`config.mk`:
```
export PLATFORM = sky130hd
export DESIGN_NAME = axi4_rd_burst_slave
export DESIGN_NICKNAME = d
export VERILOG_FILES = /design/src/rtl/axi4_rd_burst_slave.sv
export SDC_FILE = /design/constraint.sdc
export NUM_CORES = 1
export LEC_CHECK = 0
export CAP_MARGIN = 20
export CORE_ASPECT_RATIO = 0.8
export CORE_MARGIN = 2
export CORE_UTILIZATION = 45
export DETAILED_ROUTE_END_ITERATION = 8
export HOLD_SLACK_MARGIN = 0.12
export PLACE_DENSITY = 0.76
export SLEW_MARGIN = 20
export SYNTH_ARGS = -nofsm -noshare
export SYNTH_HDL_FRONTEND = slang
export SYNTH_SLANG_ARGS = --single-unit
```
`constraint.sdc`:
```
create_clock -name ACLK -period 2.8 [get_ports ACLK]
set_input_delay 0.28 -clock ACLK [delete_from_list [all_inputs] [get_ports ACLK]]
set_output_delay 0.28 -clock ACLK [all_outputs]
set_load 0.01 [all_outputs]
```
`src/rtl/axi4_rd_burst_slave.sv`:
```
// axi4_rd_burst_slave: AXI4 read-only burst slave in front of a synchronous
// single-cycle-latency memory. Supports FIXED, INCR and (optionally) WRAP.
// Optional feature macro: AXI4_RD_WRAP_EN (defined = WRAP bursts served,
// undefined = every WRAP burst answered with SLVERR and no memory access).
//
// Handshake rules (AR and R): a transfer happens on a rising ACLK edge where
// both VALID and READY are 1. Once RVALID is raised it stays high, and
// RID/RDATA/RRESP/RLAST hold their values, until the RREADY=1 edge.
//
// R-channel datapath: a read issued in cycle N returns on MEM_RDATA in
// cycle N+1 (the "pending" slot). The R channel shows the oldest of
// {FIFO entries, pending slot}, so a read can go out the same cycle its data
// arrives. Pending data that is not consumed at once drops into a 2-entry
// FIFO. Error beats use the same path, with zero data, and never strobe
// MEM_EN.
module axi4_rd_burst_slave #(
  parameter int ID_W   = 4,
  parameter int ADDR_W = 32,
  parameter int DATA_W = 32,
  parameter int MEM_AW = 10
) (
  input  logic              ACLK,
  input  logic              ARESET,
  input  logic [ID_W-1:0]   ARID,
  input  logic [ADDR_W-1:0] ARADDR,
  input  logic [7:0]        ARLEN,
  input  logic [1:0]        ARBURST,
  input  logic              ARVALID,
  output logic              ARREADY,
  output logic [ID_W-1:0]   RID,
  output logic [DATA_W-1:0] RDATA,
  output logic [1:0]        RRESP,
  output logic              RLAST,
  output logic              RVALID,
  input  logic              RREADY,
  output logic              MEM_EN,
  output logic [MEM_AW-1:0] MEM_ADDR,
  input  logic [DATA_W-1:0] MEM_RDATA,
  output logic              dbg_state
);

  localparam int OFF = $clog2(DATA_W / 8);

  typedef enum logic {IDLE = 1'b0, BURST = 1'b1} state_t;

  state_t            state;
  logic [ID_W-1:0]   id_q;
  logic [MEM_AW-1:0] addr_q;
  logic [MEM_AW-1:0] mask_q;
  logic [1:0]        burst_q;
  logic              err_q;
  logic [8:0]        left_q;

  logic              pend_q;
  logic              pend_last_q;
  logic              pend_err_q;

  logic [DATA_W-1:0] f_data [2];
  logic              f_err  [2];
  logic              f_last [2];
  logic              wr_ptr;
  logic              rd_ptr;
  logic [1:0]        count_q;

  logic              ar_err;
  logic [MEM_AW-1:0] next_addr;
  logic              pop;
  logic              fifo_pop;
  logic              push;
  logic              issue;
  logic [2:0]        occ;
  logic              h_err;
  logic [DATA_W-1:0] pend_data;
  logic              unused_addr;

  // Byte-offset and upper address bits beyond the memory are ignored.
  assign unused_addr = ^ARADDR;

  assign ARREADY   = (state == IDLE) && !ARESET;
  assign dbg_state = (state == BURST);
  assign RID       = id_q;
  assign MEM_ADDR  = addr_q;

`ifdef AXI4_RD_WRAP_EN
  logic wrap_ok;
  // WRAP is legal only for 2, 4, 8 or 16 beats; reserved burst type is an error.
  always_comb begin
    wrap_ok = (ARLEN == 8'd1) || (ARLEN == 8'd3) || (ARLEN == 8'd7) || (ARLEN == 8'd15);
    ar_err  = (ARBURST == 2'b11) || ((ARBURST == 2'b10) && !wrap_ok);
  end
`else
  // Without WRAP support both WRAP and the reserved encoding are errors.
  always_comb begin
    ar_err = ARBURST[1];
  end
`endif

  // Next word address for the burst type in progress.
  always_comb begin
    next_addr = addr_q;
    case (burst_q)
      2'b01:   next_addr = addr_q + MEM_AW'(1);
      2'b10:   next_addr = (addr_q & ~mask_q) | ((addr_q + MEM_AW'(1)) & mask_q);
      default: next_addr = addr_q;
    endcase
  end

  // Head of the R channel: oldest FIFO entry, else the data returning now.
  always_comb begin
    pend_data = pend_err_q ? '0 : MEM_RDATA;
    RVALID    = (count_q != 2'd0) || pend_q;
    RDATA     = '0;
    RLAST     = 1'b0;
    h_err     = 1'b0;
    if (count_q != 2'd0) begin
      RDATA = f_data[rd_ptr];
      RLAST = f_last[rd_ptr];
      h_err = f_err[rd_ptr];
    end else if (pend_q) begin
      RDATA = pend_data;
      RLAST = pend_last_q;
      h_err = pend_err_q;
    end
    RRESP = h_err ? 2'b10 : 2'b00;
  end

  // Issue a beat only if the FIFO will still have room when its data lands.
  always_comb begin
    pop      = RVALID && RREADY;
    fifo_pop = pop && (count_q != 2'd0);
    push     = pend_q && !((count_q == 2'd0) && pop);
    occ      = {1'b0, count_q} + {2'b00, pend_q};
    issue    = (state == BURST) && (left_q != 9'd0) && (occ < (3'd2 + {2'b00, pop}));
    MEM_EN   = issue && !err_q;
  end

  // Burst FSM: accept AR in IDLE, walk addresses in BURST, leave on RLAST.
  always_ff @(posedge ACLK or posedge ARESET) begin
    if (ARESET) begin
      state   <= IDLE;
      id_q    <= '0;
      addr_q  <= '0;
      mask_q  <= '0;
      burst_q <= 2'b00;
      err_q   <= 1'b0;
      left_q  <= 9'd0;
    end else begin
      case (state)
        IDLE: begin
          if (ARVALID) begin
            id_q    <= ARID;
            addr_q  <= ARADDR[OFF+MEM_AW-1:OFF];
            mask_q  <= MEM_AW'(ARLEN[3:0]);
            burst_q <= ARBURST;
            err_q   <= ar_err;
            left_q  <= {1'b0, ARLEN} + 9'd1;
            state   <= BURST;
          end
        end
        BURST: begin
          if (issue) begin
            left_q <= left_q - 9'd1;
            addr_q <= next_addr;
          end
          if (pop && RLAST) begin
            state <= IDLE;
          end
        end
        default: state <= IDLE;
      endcase
    end
  end

  // Pending slot and 2-entry output FIFO.
  always_ff @(posedge ACLK or posedge ARESET) begin
    if (ARESET) begin
      pend_q      <= 1'b0;
      pend_last_q <= 1'b0;
      pend_err_q  <= 1'b0;
      wr_ptr      <= 1'b0;
      rd_ptr      <= 1'b0;
      count_q     <= 2'd0;
      for (int i = 0; i < 2; i++) begin
        f_data[i] <= '0;
        f_err[i]  <= 1'b0;
        f_last[i] <= 1'b0;
      end
    end else begin
      pend_q      <= issue;
      pend_last_q <= issue && (left_q == 9'd1);
      pend_err_q  <= err_q;
      if (push) begin
        f_data[wr_ptr] <= pend_data;
        f_err[wr_ptr]  <= pend_err_q;
        f_last[wr_ptr] <= pend_last_q;
        wr_ptr         <= ~wr_ptr;
      end
      if (fifo_pop) begin
        rd_ptr <= ~rd_ptr;
      end
      case ({push, fifo_pop})
        2'b10:   count_q <= count_q + 2'd1;
        2'b01:   count_q <= count_q - 2'd1;
        default: count_q <= count_q;
      endcase
    end
  end

endmodule

```
==> summary.txt <==
Outcome
  • Status: finished, final reports clean

Clocking
  • Postcts setup bufs: 0
  • Clk pin slew, worst setup/hold paths: ~0.080 ns
  • CTS tree: yes
  • TritonCTS buffer count: 9
  • Clk_lat worst skew: 0.35 ns
  • Hold_buf cts: 0
  • Clock Sinks: approximately 110
  • Clock Path Buffers: 2
  • H-Tree Depth: 3
  • Root Driver: clkbuf_16

Logic synthesis
  • Cells after synthesis: 650
  • Largest cells by area after synthesis: dfrtp_1, nand2_1, o21ai_0
  • Synth Cell Area: 5670 um^2
  • Register area share after synthesis: 46.3%
  • Async SR Flop Fraction: 100%
  • Dominant synthesized flop cell: dfrtp_1
  • Post-synth EDFFs: 0
  • Most frequent cell after synthesis: nand2_1
  • Synthesis Warnings: 0
  • Synthesized Nets: 740
  • Avg Inst Size Synth: 8.72 um^2
  • Top cells by count, synth: nand2_1, o21ai_0, dfrtp_1, nor2_1, mux2i_1
  • Yosys top cell area share: 46.3%
  • FF+latch count, synth: 105
  • Post-synth top area cell: dfrtp_1
  • Count of different cell masters after synthesis: 54

Timing
  • WHS: 0.328 ns
  • Min cycle time layout: 2.62 ns
  • Final setup margin: around 0.18 ns
  • Final period util: between 90% and 100%
  • Tightest Pin Transition: 0.630 ns
  • Setup TNS: 0 ns
  • Setup Viol. Count Final: 0
  • RSZ-0062 raised after global routing: no
  • Highest clock rate: 381 MHz
  • Slew HR: 57.8%
  • Clk_skew: 0.0105 ns
  • Max Slew Vio Count: 0
  • Final Hold Vio Count: 0

Layout
  • Share of cells above drive strength 1: 8.11%
  • Final instance area: 7270 um^2
  • # nets final: 837
  • Area Growth Syn to Fin: 28.3%
  • Util after Layout: 59.4%
  • N_diodes: 0
  • Non-filler instance count after layout: 923
  • Fill count: 1046

Worst setup path
  • CP startpoint kind: flop
  • Reg2reg path depth: 8
  • Slowest-stage cell, CP: dfrtp_2
  • Setup CP Type: flop to primary output
  • Worst path most repeated cell: ha_1
  • Critical path peak fanout: 6
  • Worst path cell trace: ha_1 > ha_1 > and4bb_2 > a21oi_1 > or2_2 > nor2_1 > dlygate4sd2_1
  • Worst setup path start: count_q[0]
  • Worst Path Buf+Inv: 1
  • Delay of the slowest critical-path stage: 0.46 ns
  • Arrival time at the worst endpoint: 2.34 ns
  • CP Data Required Time: 2.52 ns
  • Crit path capture type: primary output
  • CP endpoint: MEM_EN
  • Critical path depth in cells: 7
  • Worst r2r src: count_q[0]
  • Reg2reg setup slack: 0.55 ns
  • CP delay by family, top: simple AND/OR/NAND/NOR gates
  • RR Endpoint: left_q[7]

Global route
  • Global route total overflow: 0
  • First-pass GRT wire length: between 20 and 25 mm
  • Initial antenna violation count: 0
  • Maximum number of pins on one net before global-route repair: 70
  • Vias in the first global route: 4952
  • Total track usage: 22.2%

Placement
  • Post-DP HPWL: 9.89 mm
  • IO buf count: 111
  • RePlAce Congestion: a little under 0.9
  • Placed cell count: 907
  • Pre-CTS WS: 0.250 ns
  • Area after DPL: 6960 um^2

Power
  • Maximum vdd ir drop: 0.000542 V
  • Total chip power: 7.64 mW
  • PD cells: between 1000 and 1500 nW/um^2
  • Leak pwr: 3.20 nW

Floorplanning
  • Die Y: about 100 um
  • Rows: 36
  • Placeable Area: 12300 um^2
  • # IOs: 135
  • Initial cell density of the core: 46.3%
  • Die area: approximately 14000 um^2
  • Die Width: 130 um

Routing
  • DRT iter0 DRCs: 332
  • Via-to-Cell Ratio: 5.37
  • Initial DRT Pass Iterations: 4
  • Final wirelength: 14.3 mm
  • Post-route ant nets: 0
  • Via count: 4958
  • Wire length per cell: 15.5 um
  • # DRC: 0

Run
  • Max-cap violations: 0

Hold path
  • Hold/Removal Path Class: input pin to async pin
==> sequential cells by signal (all words and copies together), names as in the netlist, named ones only <==
name         cells
mask_q           4
RID              4
left_q           9
dbg_state        1
f_last           2
burst_q          2
MEM_ADDR         7
pend_err_q       1
pend_last_q      1
f_err            2
pend_q           1
f_data          64
wr_ptr           1
rd_ptr           1
count_q          2
==> cell type report <==
| cell class | instances | area (um^2) | area share (%) |
|---|---|---|---|
| sequential | 105 | 2630 | 36.2 |
| clock inverter | 7 | 85.1 | 1.17 |
| multi-input combinational | 489 | 2780 | 38.3 |
| inverter | 13 | 52.6 | 0.723 |
| timing repair buffer | 129 | 1280 | 17.6 |
| clock buffer | 9 | 225 | 3.10 |
| tap | 171 | 214 | 2.94 |
==> worst min-delay path by stage <==
stage	depth (start not counted)	from	endpoint
final	2	ARESET	left_q[3]
after global routing	2	ARESET	left_q[3]
after CTS	2	ARESET	left_q[3]
after detailed placement	2	RID[3]	RID[3]
after global placement	0	burst_q[1]	pend_err_q
after floorplan	2	ARID[0]	RID[0]
==> metal layers <==
metal / routed length (um) / global-route usage (%)
met1: 6320 / 29.2
met2: 7090 / 36.9
met3: 627 / 4.32
met4: 238 / 6.68
met5: 0 / 0
==> worst register-to-register path: cells and delay by family (launching register included) <==
family                   cells  cell delay [ns]
AO/OA/AOI/OAI                4             0.68
adder cells (fa/ha/maj)      2             0.41
flip-flops                   1             0.46
buffers and inverters        1             0.28
AND/OR/NAND/NOR              1             0.32
==> where the power goes <==
group	switching, mW	leakage (nW)	internal, mW	total, mW
Sequential	0.472	1.32	2.09	2.56
Clock	0.587	0.146	0.710	1.30
Combinational	2.00	1.73	1.78	3.78
==> cells by family (layout without fill, tap and decap cells) <==
kind of cell | Yosys count | count (layout) | synth area share, %
multiplexers | 42 | 42 | 7.57
XOR/XNOR | 11 | 11 | 1.70
AO/OA/AOI/OAI | 162 | 162 | 16.4
buffers and inverters | 56 | 158 | 4.68
other | 1 | 1 | 0.0661
AND/OR/NAND/NOR | 265 | 265 | 21.5
adder cells (fa/ha/maj) | 8 | 8 | 1.77
flip-flops | 105 | 105 | 46.3
==> timing repair <==
action                     4_1_cts  5_1_grt
resized for setup                2        3
pin swaps                        1        0
setup endpoints to repair        1       17
==> cell usage in the layout (no fill, tap or decap), types with 7 or more instances in the layout <==
master and count:
nand2_1 147, clkdlybuf4s50_1 110, o21ai_0 108, dfrtp_1 102
nor2_1 40, mux2i_1 35, nand2b_1 34, buf_4 15
nand3_1 13, a22o_1 12, inv_1 11, a21oi_1 10
clkbuf_16 9, o211ai_1 8, ha_1 8, o21ai_1 7
No activity file was read; power rests on OpenSTA's default activity.
==> patch (config.mk and constraints unchanged) <==
Register the output `dbg_state`, cleared by the reset; this adds one clock of latency there. The other outputs are not delayed to match.
--- a/src/rtl/axi4_rd_burst_slave.sv
+++ b/src/rtl/axi4_rd_burst_slave.sv
@@ -77,7 +77,13 @@
   assign unused_addr = ^ARADDR;
 
   assign ARREADY   = (state == IDLE) && !ARESET;
-  assign dbg_state = (state == BURST);
+  always_ff @(posedge ACLK or posedge ARESET) begin
+    if (ARESET) begin
+      dbg_state <= '0;
+    end else begin
+      dbg_state <= (state == BURST);
+    end
+  end
   assign RID       = id_q;
   assign MEM_ADDR  = addr_q;
 
Function: changed (a bounded check fails within 4 cycles, from zero or initial values and one cycle with ARESET high).
==> patch against the unedited design <==
Setup slack worse by 0.036 ns. Maximum frequency is 1.4% lower. Clock skew is 0.0023 ns lower. Critical endpoint unchanged. Worst hold slack better by 0.029 ns. Synthesized area is 0.62% higher. Synthesized cell count is 1.4% higher. Cell area is 1.1% higher. Sequential cell count is 1 higher. Sequential share of layout area is 0.094 points lower. Power is 15% higher. Routed wire length is 2.5% higher.
==> patch: results (changes against the unedited design) <==
wp_data_arrival_ns: 2.38  # +0.04 ns
hold_class: "in2async"
critical_path.startpoint: "count_q[0]"
regMostFlops: "f_data"
routability_driven_placement_congestion_ratio: 0.877  # -0.50%
synth_fp_nets: 749  # +1.2%
yosysUniqueCellTypes: 61  # +13%
peakVddDrop_mv: 0.477  # -12%
antenna_found_initial: 0  # unchanged
grt_pass1_wl_um: 25200  # +3.7%
timing_worst_slew_pin_value_ns: 0.676  # +0.0457 ns
grt_start_max_net_pins: 41  # -41%
io_buffer_count: 111  # unchanged
vias_per_cell: 5.50  # +2.3%
finClkSkew_ns: 0.00820  # -0.00232 ns
post_synth_most_frequent_cells: "sky130_fd_sc_hd__nand2_1, sky130_fd_sc_hd__dfrtp_1, sky130_fd_sc_hd__o21ai_0"
tritoncts_buffers: 9  # unchanged
gr-usage-all-layers_pct: 22.8  # +0.66 points
drt-initial-drc-count: 381  # +15%
max_ffs_per_register: 64  # unchanged
outcome: "completed"
cp_max_fo: 33  # +27
drtPass1Iterations: 5  # +1
hpwl_um: 10200  # +3.5%
synth_area_leaders: "sky130_fd_sc_hd__dfrtp_1, sky130_fd_sc_hd__nand2_1, sky130_fd_sc_hd__o21ai_0"
synth_sequential_area_ratio_pct: 46.5  # +0.15 points
detail_route.wl_per_cell_um: 15.7  # +1.2%
final_nets: 849  # +1.4%
layout-drive-gt1-share_pct: 7.34  # -0.77 points
leakage_component_of_the_power_nw: 3.17  # -1.0%
first_global_vias: 5294  # +6.9%
patch: cell count changes after synthesis, sizes merged, moves of 5 or more:
cell,delta
nor3,+31
nor2,-25
a22o,-11
clkbuf,+8
o21ai,-8
o211ai,-7
a21oi,+6
buf,-5
inv,-5
patch: power breakdown:
part	leakage, nW	internal [mW]	total (mW)	switching, mW
sequential	1.33	2.19	2.73	0.532
combinational	1.69	2.23	4.85	2.62
clock	0.141	0.630	1.19	0.559
patch: worst paths after layout:
kind / to / slack (ns) / cells past startpoint
min in group ACLK: burst_q[1] / 0.46 / 3
worst max register to register: f_data[37] / 0.37 / 8
worst max-delay path: MEM_EN / 0.14 / 5
max in group asynchronous: f_data[54] / 1.87 / 3
worst min register to register: f_data[8] / 0.48 / 2
worst min-delay path: RID[3] / 0.36 / 2
patch: area by class of cell:
| type | count | area, um^2 |
|---|---|---|
| Fill cell | 1052 | 4940 |
| Multi-Input combinational cell | 499 | 2840 |
| Sequential cell | 106 | 2650 |
| Timing Repair Buffer | 135 | 1330 |
| Clock buffer | 10 | 239 |
| Tap cell | 171 | 214 |
| Clock inverter | 5 | 38.8 |
| Inverter | 8 | 33.8 |
| Antenna cell | 1 | 2.50 |
patch: cells by family (layout without fill, tap and decap cells):
logic type / after synthesis / in the layout / synth area share (%)
other: 1 / 2 / 0.0657
multiplexers: 40 / 40 / 7.21
XOR/XNOR: 11 / 11 / 1.69
adder cells (fa/ha/maj): 8 / 8 / 1.75
AND/OR/NAND/NOR: 277 / 277 / 22.4
flip-flops: 106 / 106 / 46.5
AO/OA/AOI/OAI: 162 / 162 / 16.4
buffers and inverters: 54 / 158 / 3.99
patch: critical path, cell delays in order, from the launching register on:
cell                              delay (ns)
sky130_fd_sc_hd__dfrtp_1                0.40
sky130_fd_sc_hd__buf_4                  0.27
sky130_fd_sc_hd__o31a_1                 0.38
sky130_fd_sc_hd__a21oi_2                0.37
sky130_fd_sc_hd__nor3_2                 0.11
sky130_fd_sc_hd__clkdlybuf4s50_1        0.49
patch: per-stage QoR:
step / hold WS [ns] / cell area (um^2) / instances / worst slack [ns]
finish: 0.357 / 7350 / 935 / 0.141
CTS: 0.371 / 7340 / 934 / 0.0630
global placement: 0.461 / 7060 / 919 / 0.467
floorplan: 0.385 / 5710 / 659 / 0.404
global route: 0.417 / 7350 / 934 / 0.0348
detailed placement: 0.470 / 7060 / 919 / 0.409
patch: metal layers:
layer,up-vias,wire length (um),track usage (%)
li1,2489,-,-
met1,2480,6340,28.7
met2,149,7330,38.8
met3,21,750,5.12
met4,0,216,7.30
met5,-,0,0
patch: repair_timing:
action / 4_1_cts / 5_1_grt
hold buffers: 0 / 0
gates resized for setup: 0 / 2
endpoints found under the setup margin: 0 / 5
